`src/rtl/uart_tx_fifo_drain.sv`:
```
`default_nettype none
// ============================================================================
// Module      : uart_tx_fifo_drain
// Description : UART transmitter that pops bytes from a fall-through FIFO
//               read port and serialises them LSB-first on tx at a fixed
//               baud. Frames: START, 8 DATA, optional PARITY, STOP_BITS STOP.
//               Back-to-back frames are sent with no idle gap. tx_hold
//               blocks new frames but never truncates the current one.
// Config      : `define UART_TX_PARITY_EN adds an even-parity bit after DATA.
// Ports       : clk          - system clock, all logic on posedge
//               rst          - synchronous active-high reset
//               fifo_empty   - FIFO empty flag
//               fifo_rd_data - FIFO head byte (valid while !fifo_empty)
//               fifo_rd_en   - one-cycle pop strobe to the FIFO
//               tx_hold      - 1 = do not start new frames
//               tx           - serial line, idle high
//               busy         - 1 from first START cycle to last STOP cycle
// Revision    : 1.0 - initial release
// ============================================================================
module uart_tx_fifo_drain #(
  parameter int CLKS_PER_BIT = 868,
  parameter int STOP_BITS    = 1
) (
  input  logic       clk,
  input  logic       rst,
  input  logic       fifo_empty,
  input  logic [7:0] fifo_rd_data,
  output logic       fifo_rd_en,
  input  logic       tx_hold,
  output logic       tx,
  output logic       busy
);

  localparam int CNT_W = (CLKS_PER_BIT > 1) ? $clog2(CLKS_PER_BIT) : 1;
  localparam logic [CNT_W-1:0] BAUD_LAST = CNT_W'(CLKS_PER_BIT - 1);
  localparam logic [2:0]       STOP_LAST = 3'(STOP_BITS - 1);

  localparam logic [2:0] ST_IDLE   = 3'd0;
  localparam logic [2:0] ST_START  = 3'd1;
  localparam logic [2:0] ST_DATA   = 3'd2;
  localparam logic [2:0] ST_STOP   = 3'd3;
`ifdef UART_TX_PARITY_EN
  localparam logic [2:0] ST_PARITY = 3'd4;
`endif

  logic [2:0]       state;
  logic [2:0]       state_next;
  logic [CNT_W-1:0] baud_cnt;
  logic [CNT_W-1:0] baud_cnt_next;
  logic [2:0]       bit_idx;
  logic [2:0]       bit_idx_next;
  logic [7:0]       shreg;
  logic             tx_q;
  logic             tx_d;
  logic             pop;

  logic last_tick;
  logic start_ok;
  logic frame_end;

  assign last_tick = (baud_cnt == BAUD_LAST);
  assign start_ok  = !fifo_empty && !tx_hold;
  // Final cycle of the last stop bit: the back-to-back launch point.
  assign frame_end = (state == ST_STOP) && last_tick && (bit_idx == STOP_LAST);

  // --------------------------------------------------------------------------
  // State register
  // --------------------------------------------------------------------------
  always_ff @(posedge clk) begin
    if (rst) begin
      state <= ST_IDLE;
    end else begin
      state <= state_next;
    end
  end

  // --------------------------------------------------------------------------
  // Next-state logic
  // --------------------------------------------------------------------------
  always_comb begin
    state_next = state;
    case (state)
      ST_IDLE: begin
        if (start_ok) state_next = ST_START;
      end
      ST_START: begin
        if (last_tick) state_next = ST_DATA;
      end
      ST_DATA: begin
        if (last_tick && (bit_idx == 3'd7)) begin
`ifdef UART_TX_PARITY_EN
          state_next = ST_PARITY;
`else
          state_next = ST_STOP;
`endif
        end
      end
`ifdef UART_TX_PARITY_EN
      ST_PARITY: begin
        if (last_tick) state_next = ST_STOP;
      end
`endif
      ST_STOP: begin
        if (frame_end) state_next = start_ok ? ST_START : ST_IDLE;
      end
      default: state_next = ST_IDLE;
    endcase
  end

  // Baud and bit counters restart on every state change; while a timed state
  // persists the baud count wraps and the bit index advances on the wrap.
  always_comb begin
    baud_cnt_next = '0;
    bit_idx_next  = '0;
    if ((state_next != ST_IDLE) && (state_next == state)) begin
      baud_cnt_next = last_tick ? '0 : baud_cnt + CNT_W'(1);
      bit_idx_next  = last_tick ? bit_idx + 3'd1 : bit_idx;
    end
  end

  // --------------------------------------------------------------------------
  // Output logic
  // --------------------------------------------------------------------------
  always_comb begin
    // Pop only on a frame-start decision; gated by rst so a reset cycle never
    // consumes a byte.
    pop  = !rst && start_ok && ((state == ST_IDLE) || frame_end);
    // Line value for the coming cycle, registered into tx_q.
    tx_d = 1'b1;
    case (state_next)
      ST_START:  tx_d = 1'b0;
      ST_DATA:   tx_d = shreg[bit_idx_next];
`ifdef UART_TX_PARITY_EN
      ST_PARITY: tx_d = ^shreg;
`endif
      default:   tx_d = 1'b1;
    endcase
  end

  // --------------------------------------------------------------------------
  // Datapath registers
  // --------------------------------------------------------------------------
  always_ff @(posedge clk) begin
    if (rst) begin
      baud_cnt <= '0;
      bit_idx  <= '0;
      shreg    <= '0;
      tx_q     <= 1'b1;
    end else begin
      baud_cnt <= baud_cnt_next;
      bit_idx  <= bit_idx_next;
      tx_q     <= tx_d;
      if (pop) shreg <= fifo_rd_data;
    end
  end

  assign fifo_rd_en = pop;
  assign tx         = tx_q;
  assign busy       = (state != ST_IDLE);

endmodule
`default_nettype wire

```
`config.mk`:
```
export PLATFORM = sky130hd
export DESIGN_NAME = uart_tx_fifo_drain
export DESIGN_NICKNAME = d
export VERILOG_FILES = /design/src/rtl/uart_tx_fifo_drain.sv
export SDC_FILE = /design/constraint.sdc
export NUM_CORES = 1
export LEC_CHECK = 0
export ABC_AREA = 1
export CAP_MARGIN = 15
export CORE_MARGIN = 10
export CORE_UTILIZATION = 25
export CTS_BUF_LIST = sky130_fd_sc_hd__clkbuf_16
export DETAILED_ROUTE_END_ITERATION = 8
export GPL_ROUTABILITY_DRIVEN = 0
export GPL_TIMING_DRIVEN = 0
export PLACE_DENSITY_LB_ADDON = 0.08
export SLEW_MARGIN = 30
export SYNTH_ARGS = -nofsm -noshare
export SYNTH_HDL_FRONTEND = slang
export SYNTH_SLANG_ARGS = --single-unit
```
`constraint.sdc`:
```
create_clock -name clk -period 2.1 [get_ports clk]
set_input_delay 0.42 -clock clk [delete_from_list [all_inputs] [get_ports clk]]
set_output_delay 0.42 -clock clk [all_outputs]
set_load 0.01 [all_outputs]
```
# After elaboration in Yosys (flattened, before gate mapping)
# Cells that the tools add are included.
dict set report classes {
  addsub 2
  multipliers 0
  n_div 0
  order_cmp 1
  n_eq_ne 8
  shift 0
  muxes 11
  bitwise_logic 1
  n_reduce_logical 16
}
# cell n
set op_table {}
lappend op_table {{$mux W3} 6}
lappend op_table {{$pmux W3 S4} 1}
lappend op_table {{$add A10 B1 Y10 const B} 1}
lappend op_table {{$eq A10 B10 Y1 const B} 1}
lappend op_table {{$eq A3 B2 Y1 const B} 3}
lappend op_table {{$logic_and A1 B1 Y1} 7}
lappend op_table {{$eq A3 B1 Y1 const B} 2}
lappend op_table {{$logic_not A3 Y1} 2}
lappend op_table {{$reduce_bool A3 Y1} 2}
lappend op_table {{$lt A3 B4 Y1 const B} 1}
lappend op_table {{$add A3 B1 Y3 const B} 1}
lappend op_table {{$bmux W1 S3} 1}
lappend op_table {{$eq A3 B3 Y1} 1}
lappend op_table {{$eq A3 B3 Y1 const B} 1}
lappend op_table {{$logic_not A1 Y1} 3}
lappend op_table {{$reduce_or A3 Y1} 1}
lappend op_table {{$mux W1} 2}
lappend op_table {{$pmux W1 S2} 1}
lappend op_table {{$logic_or A1 B1 Y1} 1}
lappend op_table {{$not A1 Y1} 1}
dict set report word_totals {
  regBits 25
  latchBits 0
  ramBits 0
  mem_bits_ro 0
  in_bits 12
  output_inout_bits 3
  wordCells 44
  n_memories 0
}

# Depth between registers and ports, before layout
# Gate-level depths: netlist (run 1).
dict set report logic_depth {
  word_depth 11
  depth_mapped 16
  mapped_depth_nobuf 16
}

# Least setup slack after synthesis (run 1)
# OpenSTA, ideal clock, no wires.
dict set report synth_path {
  path_kind {register -> output}
  start {register baud_cnt[0]}
  end {output fifo_rd_en}
  t_arrival_ps 1359
  required_time_ps 1680
  path_slack_ps 321
  stages_incl_launch_ff 8
  path_buffers 0
  cell_sequence {dfxtp_1 ha_1 inv_1 nor2_2 nand4_2 a21oi_1 inv_1 nor2_1}
}
dict set report synth_via {
  elab_chain_cells 5
}
# item line
set synth_lines {}
lappend synth_lines {{start, declared} 48} ;# logic [CNT_W-1:0] baud_cnt;
lappend synth_lines {{start signal, assigned} 150} ;# baud_cnt <= baud_cnt_next;
lappend synth_lines {{$eq A10 B10 Y1} 61} ;# assign last_tick = (baud_cnt == BAUD_LAST);
lappend synth_lines {{$logic_and A1 B1 Y1 (2 in a row)} 64} ;# assign frame_end = (state == ST_STOP) && last_tick && (bit_idx == STOP_LAST);
lappend synth_lines {{$logic_or A1 B1 Y1} 127} ;# pop = !rst && start_ok && ((state == ST_IDLE) || frame_end);
lappend synth_lines {{$logic_and A1 B1 Y1} 127}
lappend synth_lines {{end, declared} 28} ;# output logic fifo_rd_en,
# No other way between the ends.

# Final worst setup path (run 1)
dict set report layout_path {
  start {input fifo_empty}
  end {output fifo_rd_en}
}
dict set report layout_via {
  elab_chain_cells 4
}
# item line
set layout_lines {}
lappend layout_lines {{start, declared} 26} ;# input logic fifo_empty,
lappend layout_lines {{$logic_not A1 Y1} 62} ;# assign start_ok = !fifo_empty && !tx_hold;
lappend layout_lines {{$logic_and A1 B1 Y1} 62}
lappend layout_lines {{$logic_and A1 B1 Y1 (2 in a row)} 127}
# No other way between the ends.

==> metrics.cfg, run 1 <==
[clock_tree]
cts_buffers = 3
cts_tree = built
path_clk_slew_ps = 60
clockBufferDepth = 2
cts_sinks = 25
clk_latency_ps = 260
htreeDepth = 1
cts.root.buffer_cell = clkbuf_16

[placed_design]
postPlaceCellArea_um2 = 1570
io_buffers = 14
dp_slack_ps = -477
hpwl_um = 2200

[worst_setup_path]
r2r_slack_ps = 140
cp_max_fo = 4
arrival_ps = 1620
path_class = in2out
required_ps = 1680
crit_path_start_kind = input port
end_kind = primary output

[synthesis]
synth_most_common_cell = inv_1
synth_area_leaders = dfxtp_1, inv_1, nor2_1
synth-simple-area-share_pct = 38.5
syn-cell-area_um2 = 1350
synth_top_family_by_area = simple AND/OR/NAND/NOR gates
synth_top_area_share_pct = 37.2
muxShareOfSynthArea_pct = 0
syn_nets = 188
yosys_warnings = 0
ys_seq_area_share_pct = 37.2
ys.flop_type = dfxtp_1
synth_compound_area_share_pct = 8.18
synth-seq-cells = 25
netlist-cell-type-count = 29
synth_area_leader_cell = dfxtp_1
synth_xor_area_share_pct = 3.25
syn_inst = 172
synth_edf_count = 0
syn_avg_cell_area_um2 = 7.83
synth_fa_ha_area_share_pct = 3.72
ys_top_cells_by_count = inv_1, dfxtp_1, nor2_1
async_reset_ff_share_pct = 0

[drt]
routed_via_density = 4.22
first_pass_iters = 4
wl_per_cell_um = 10.9
drt_iter0_drc = 27
dr_total_vias = 1127
final_antenna_net_count = 0
drcViolationCount = 0
drt_wl_total_um = 2900

[pwr]
seq_power_share_pct = 49.0
power_density_nw_per_um2 = 553
pwr-share-comb_pct = 8.2
internal_power_mw = 0.779
p_leak_nw = 0.698
clock_power_share_pct = 42.9
ir_drop_v = 0.000411
power.switching_mw = 0.215
switching_share_pct = 21.6

[sta]
totalNegativeSetupSlack_ps = 0
slew_viol_final = 0
fin_skew_ps = 5.03
timing.fmax_mhz = 490
setup_viol = 0
whs_ps = 459
period_share_pct = 97.3
finalHoldViolCount = 0
fin_ws_ps = 57.5
rsz0062_at_grt = true
period_needed_ps = 2040

[global_route]
grtUsageTotal_pct = 7.04
grt_max_degree = 15
grt_overflow_total = 0
grt_antenna_before_repair = 0
grt_pass1_wl_um = 4970
grt_pass1_vias = 1124

[layout]
n_antenna_cell = 0
drive_gt1_share_pct = 26.9
final_area_um2 = 1800
fin_nets = 214
areaGrowthSynthToFinish_pct = 33.6

[die]
boundaryPins = 15
rows = 26
core_um2 = 5170
die_y_um = 93.4
start_util_pct = 26.0
die_area_um2 = 8720
die_x_um = 93.4

[hold_path]
hold_path_class = reg2reg

[run]
drv_cap = 0

[outcome]
status = completed

[cells in the final DEF, fill, tap and decap left out, types with 2 or more instances in the layout]
cell and count:
inv_1 22, nand2_1 22, nor2_1 21, dfxtp_1 21, clkdlybuf4s50_1 13, inv_2 7
nand3_1 7, a21oi_1 6, o21ai_0 6, buf_4 6, nor2_2 5, xor2_1 5
nand4_1 5, nor2_4 4, a211oi_1 4, nand2_2 3, nor3_1 3, nand3_4 3
nor3b_1 3, dfxtp_2 3, clkbuf_16 3, nand3_2 2, nand4_4 2, nand2_4 2
nand3b_4 2, ha_4 2, ha_1 2
[cell families after synthesis]
logic type | after synthesis
other cells | 1
xor+xnor | 5
buf+inv | 32
simple gates | 86
compound gates | 19
fa+ha+maj | 4
flops | 25
[path summary, 6_finish.rpt]
path | from | endpoint | cells past startpoint
max | fifo_empty | fifo_rd_en | 6
min | baud_cnt[0] | baud_cnt[0] | 1
max reg2reg | bit_idx[0] | tx | 16
min reg2reg | baud_cnt[0] | baud_cnt[0] | 1
[critical path: stages]
cell,delay (ps)
clkdlybuf4s50_1,390
or2_2,330
a21oi_4,140
inv_2,70
nor2_2,120
buf_2,150
[metal layers]
layer  share of wire [%]  global-route usage, %  up-vias
met5                   0                      0        -
met2                  51                   12.6       10
li1                    -                      -      601
met4                0.66                   1.54        0
met1                  45                   7.82      514
met3                 3.2                   2.32        2
[per-stage QoR]
step / total power, mW / util [%] / cells
global route: 1.05 / 34.8 / 267
detailed placement: 0.575 / 30.4 / 256
CTS: 1.01 / 33.3 / 262
finish: 0.994 / 34.8 / 267
floorplan: 0.539 / - / 172
global placement: 0.574 / 30.4 / 256
[what timing repair did]
| item | 4_1_cts | 5_1_grt |
|---|---|---|
| buffers inserted | 2 | 5 |
| pin swaps | 7 | 13 |
| endpoints found under the setup margin | 1 | 2 |
| resized for setup | 21 | 13 |
| hold buffers | 0 | 0 |
[cell type report]
type | instances | area, µm²
fill | 535 | 3370
multi-input combinational | 115 | 808
sequential | 25 | 508
timing repair buffer | 21 | 191
inverter | 30 | 115
tap | 70 | 87.6
clock buffer | 3 | 75.1
buffer | 2 | 8.76
clock inverter | 1 | 5.00
[flip-flops by register name (all words and copies together), names as in the netlist]
| name | count |
|---|---|
| tx | 1 |
| baud_cnt | 10 |
| state | 3 |
| bit_idx | 3 |
| shreg | 8 |
[power groups by stage]
stage,clock (mW),sequential [mW],combinational [mW]
finish,0.426,0.487,0.0812
global placement,0,0.498,0.0760
CTS,0.448,0.488,0.0788
detailed placement,0,0.499,0.0764
floorplan,0,0.498,0.0406
global route,0.468,0.488,0.0901
Power figures use the tool's default switching activity.
==> inputs of run 2 (changes only) <==
--- a/config.mk
+++ b/config.mk
@@ -14,7 +14,7 @@
 export GPL_ROUTABILITY_DRIVEN = 0
 export GPL_TIMING_DRIVEN = 0
 export PLACE_DENSITY_LB_ADDON = 0.08
-export SLEW_MARGIN = 30
+export SLEW_MARGIN = 20
 export SYNTH_ARGS = -nofsm -noshare
 export SYNTH_HDL_FRONTEND = slang
 export SYNTH_SLANG_ARGS = --single-unit
==> results of run 2 <==
Same layout as run 1: the final DEF is identical, and so are final timing and power.
==> inputs of run 3 (changes only) <==
==> constraint.sdc (replaced) <==
create_clock -name clk -period 2.2 [get_ports clk]
set_input_delay 0.44 -clock clk [delete_from_list [all_inputs] [get_ports clk]]
set_output_delay 0.44 -clock clk [all_outputs]
set_load 0.01 [all_outputs]
==> run 3 against run 2 <==
- total power fell by 4.6%
- sequential share of layout area increased by 0.98 points
- clock skew barely moved
- clock power fell by 4%
- utilization fell by 1.5 points
- critical endpoint unchanged
- cell count shrank 0.75%
- critical path type unchanged
- setup slack better by 53 ps
- final area down 4.3%
- highest routed layer unchanged
- critical path depth decreased by 2
- routed wire length is 2.8% lower
- register-to-register slack improved by 60 ps
==> metrics.cfg, run 3 (synthesized netlist as in run 1, its figures left out) <==
[worst_setup_path]
required_ps = 1760  ; +80 ps
cp-startpoint = rst
crit_path_start_kind = input port
timing.rr.start = baud_cnt[0]
end_kind = primary output
cp_max_fo = 10  ; +6
path_class = in2out
arrival_ps = 1650  ; +30 ps

[layout]
nFillCells = 537  ; +0.37%
max_flop_register = baud_cnt
top_regs = baud_cnt x10, shreg x8
drive_gt1_share_pct = 20.0  ; -6.9 points
final_common_cell = inv_1
final_cell_mix = inv_1, nand2_1, dfxtp_1
areaGrowthSynthToFinish_pct = 27.9
fin_nets = 212  ; -0.93%
n_antenna_cell = 0  ; unchanged
final_area_um2 = 1720  ; -4.3%
largest_register_ff_count = 10  ; unchanged

[global_route]
grt_max_degree = 15  ; unchanged
grtUsageTotal_pct = 7.04  ; unchanged
grt_antenna_before_repair = 0  ; unchanged
grt_pass1_vias = 1128  ; +0.36%
grt_overflow_total = 0  ; unchanged
grt_pass1_wl_um = 4990  ; +0.28%

[sta]
period_needed_ps = 2090
totalNegativeSetupSlack_ps = 0  ; unchanged
rsz0062_at_grt = true
finalHoldViolCount = 0  ; unchanged
fin_skew_ps = 5.47  ; +0.444 ps
fin_ws_ps = 111  ; +53.4 ps
whs_ps = 447  ; -11.6 ps
period_share_pct = 95.0
setup_viol = 0  ; unchanged
timing.fmax_mhz = 479
slew_viol_final = 0  ; unchanged

[pwr]
p_leak_nw = 0.689  ; -1.3%
power_density_nw_per_um2 = 551  ; -0.26%
ir_drop_v = 0.000392  ; -4.5%
design_power_total_mw = 0.949  ; -4.6%

[outcome]
status = completed

[drt]
routed_via_density = 4.18  ; -0.94%
drcViolationCount = 0  ; unchanged
first_pass_iters = 4  ; unchanged
final_antenna_net_count = 0  ; unchanged
dr_total_vias = 1108  ; -1.7%
wl_per_cell_um = 10.6  ; -2.1%
drt_iter0_drc = 30  ; +11%
drt_wl_total_um = 2820  ; -2.8%

[clock_tree]
cts_tree = built
cts_sinks = 25  ; unchanged
clk_latency_ps = 260  ; about the same
cts_buffers = 3  ; unchanged
htreeDepth = 1  ; unchanged
path_clk_slew_ps = 60  ; about the same
cts.root.buffer_cell = clkbuf_16
clockBufferDepth = 2  ; unchanged

[die]
die_area_um2 = 8720  ; unchanged
start_util_pct = 26.0  ; unchanged
die_y_um = 93.4  ; unchanged
rows = 26  ; unchanged
die_x_um = 93.4  ; unchanged
boundaryPins = 15  ; unchanged
core_um2 = 5170  ; unchanged

[placed_design]
dp_slack_ps = -417  ; +60.0 ps
io_buffers = 14  ; unchanged
postPlaceCellArea_um2 = 1570  ; unchanged
hpwl_um = 2200  ; unchanged

[run]
drv_cap = 0  ; unchanged

[hold_path]
hold_path_class = reg2reg
hp-start = baud_cnt[0]

==> run 3: cell count changes in the layout (fill, tap and decap cells not counted), sizes merged <==
cell,change
buf,-2
==> run 3: timing repair <==
action                                  in CTS  in global routing
hold buffers                                 0                  0
endpoints found under the setup margin       1                  2
gates cloned                                 0                  0
hold endpoints to repair                     0                  0
setup buffers                                1                  4
pin swaps                                    3                  2
resized for setup                           13                  1
==> run 3: layer usage <==
layer / vias up / share of wire [%] / global-route usage (%)
met5: - / 0 / 0
met4: 0 / 0.67 / 1.54
met3: 2 / 3.7 / 2.32
met2: 14 / 51 / 12.6
met1: 495 / 45 / 7.82
li1: 597 / - / -
==> run 3: path summary, 6_finish.rpt <==
check	depth (start not counted)	slack, ps	endpoint
worst min register to register	1	450	baud_cnt[0]
worst max register to register	17	200	tx
worst min-delay path	1	450	baud_cnt[0]
worst max-delay path	4	110	fifo_rd_en
==> run 3: power by group <==
part	internal [mW]	leakage (nW)	switching (mW)	total, mW
Sequential	0.462	0.204	0.00368	0.466
Clock	0.245	0.0409	0.165	0.410
Combinational	0.0356	0.444	0.0379	0.0735
==> run 3: metrics by stage <==
step	util (%)	instances
global route	33.3	265
finish	33.3	265
detailed placement	30.4	256
floorplan	-	172
CTS	32.7	261
global placement	30.4	256
==> run 3: critical path, cell delays in order <==
cell and delay [ps]:
clkdlybuf4s50_1 530, clkbuf_1 420, nor2_2 100, buf_2 160
==> run 3: area by class of cell <==
class                   instances  area [µm²]  share of cell area, %
inverters                      30         113                   6.54
flip-flops and latches         25         503                   29.2
clock buffers                   3        75.1                   4.36
clock inverters                 1        5.00                  0.291
well taps                      70        87.6                   5.09
plain buffers                   2        7.51                  0.436
repair buffers                 19         173                   10.0
multi-input cells             115         758                   44.0
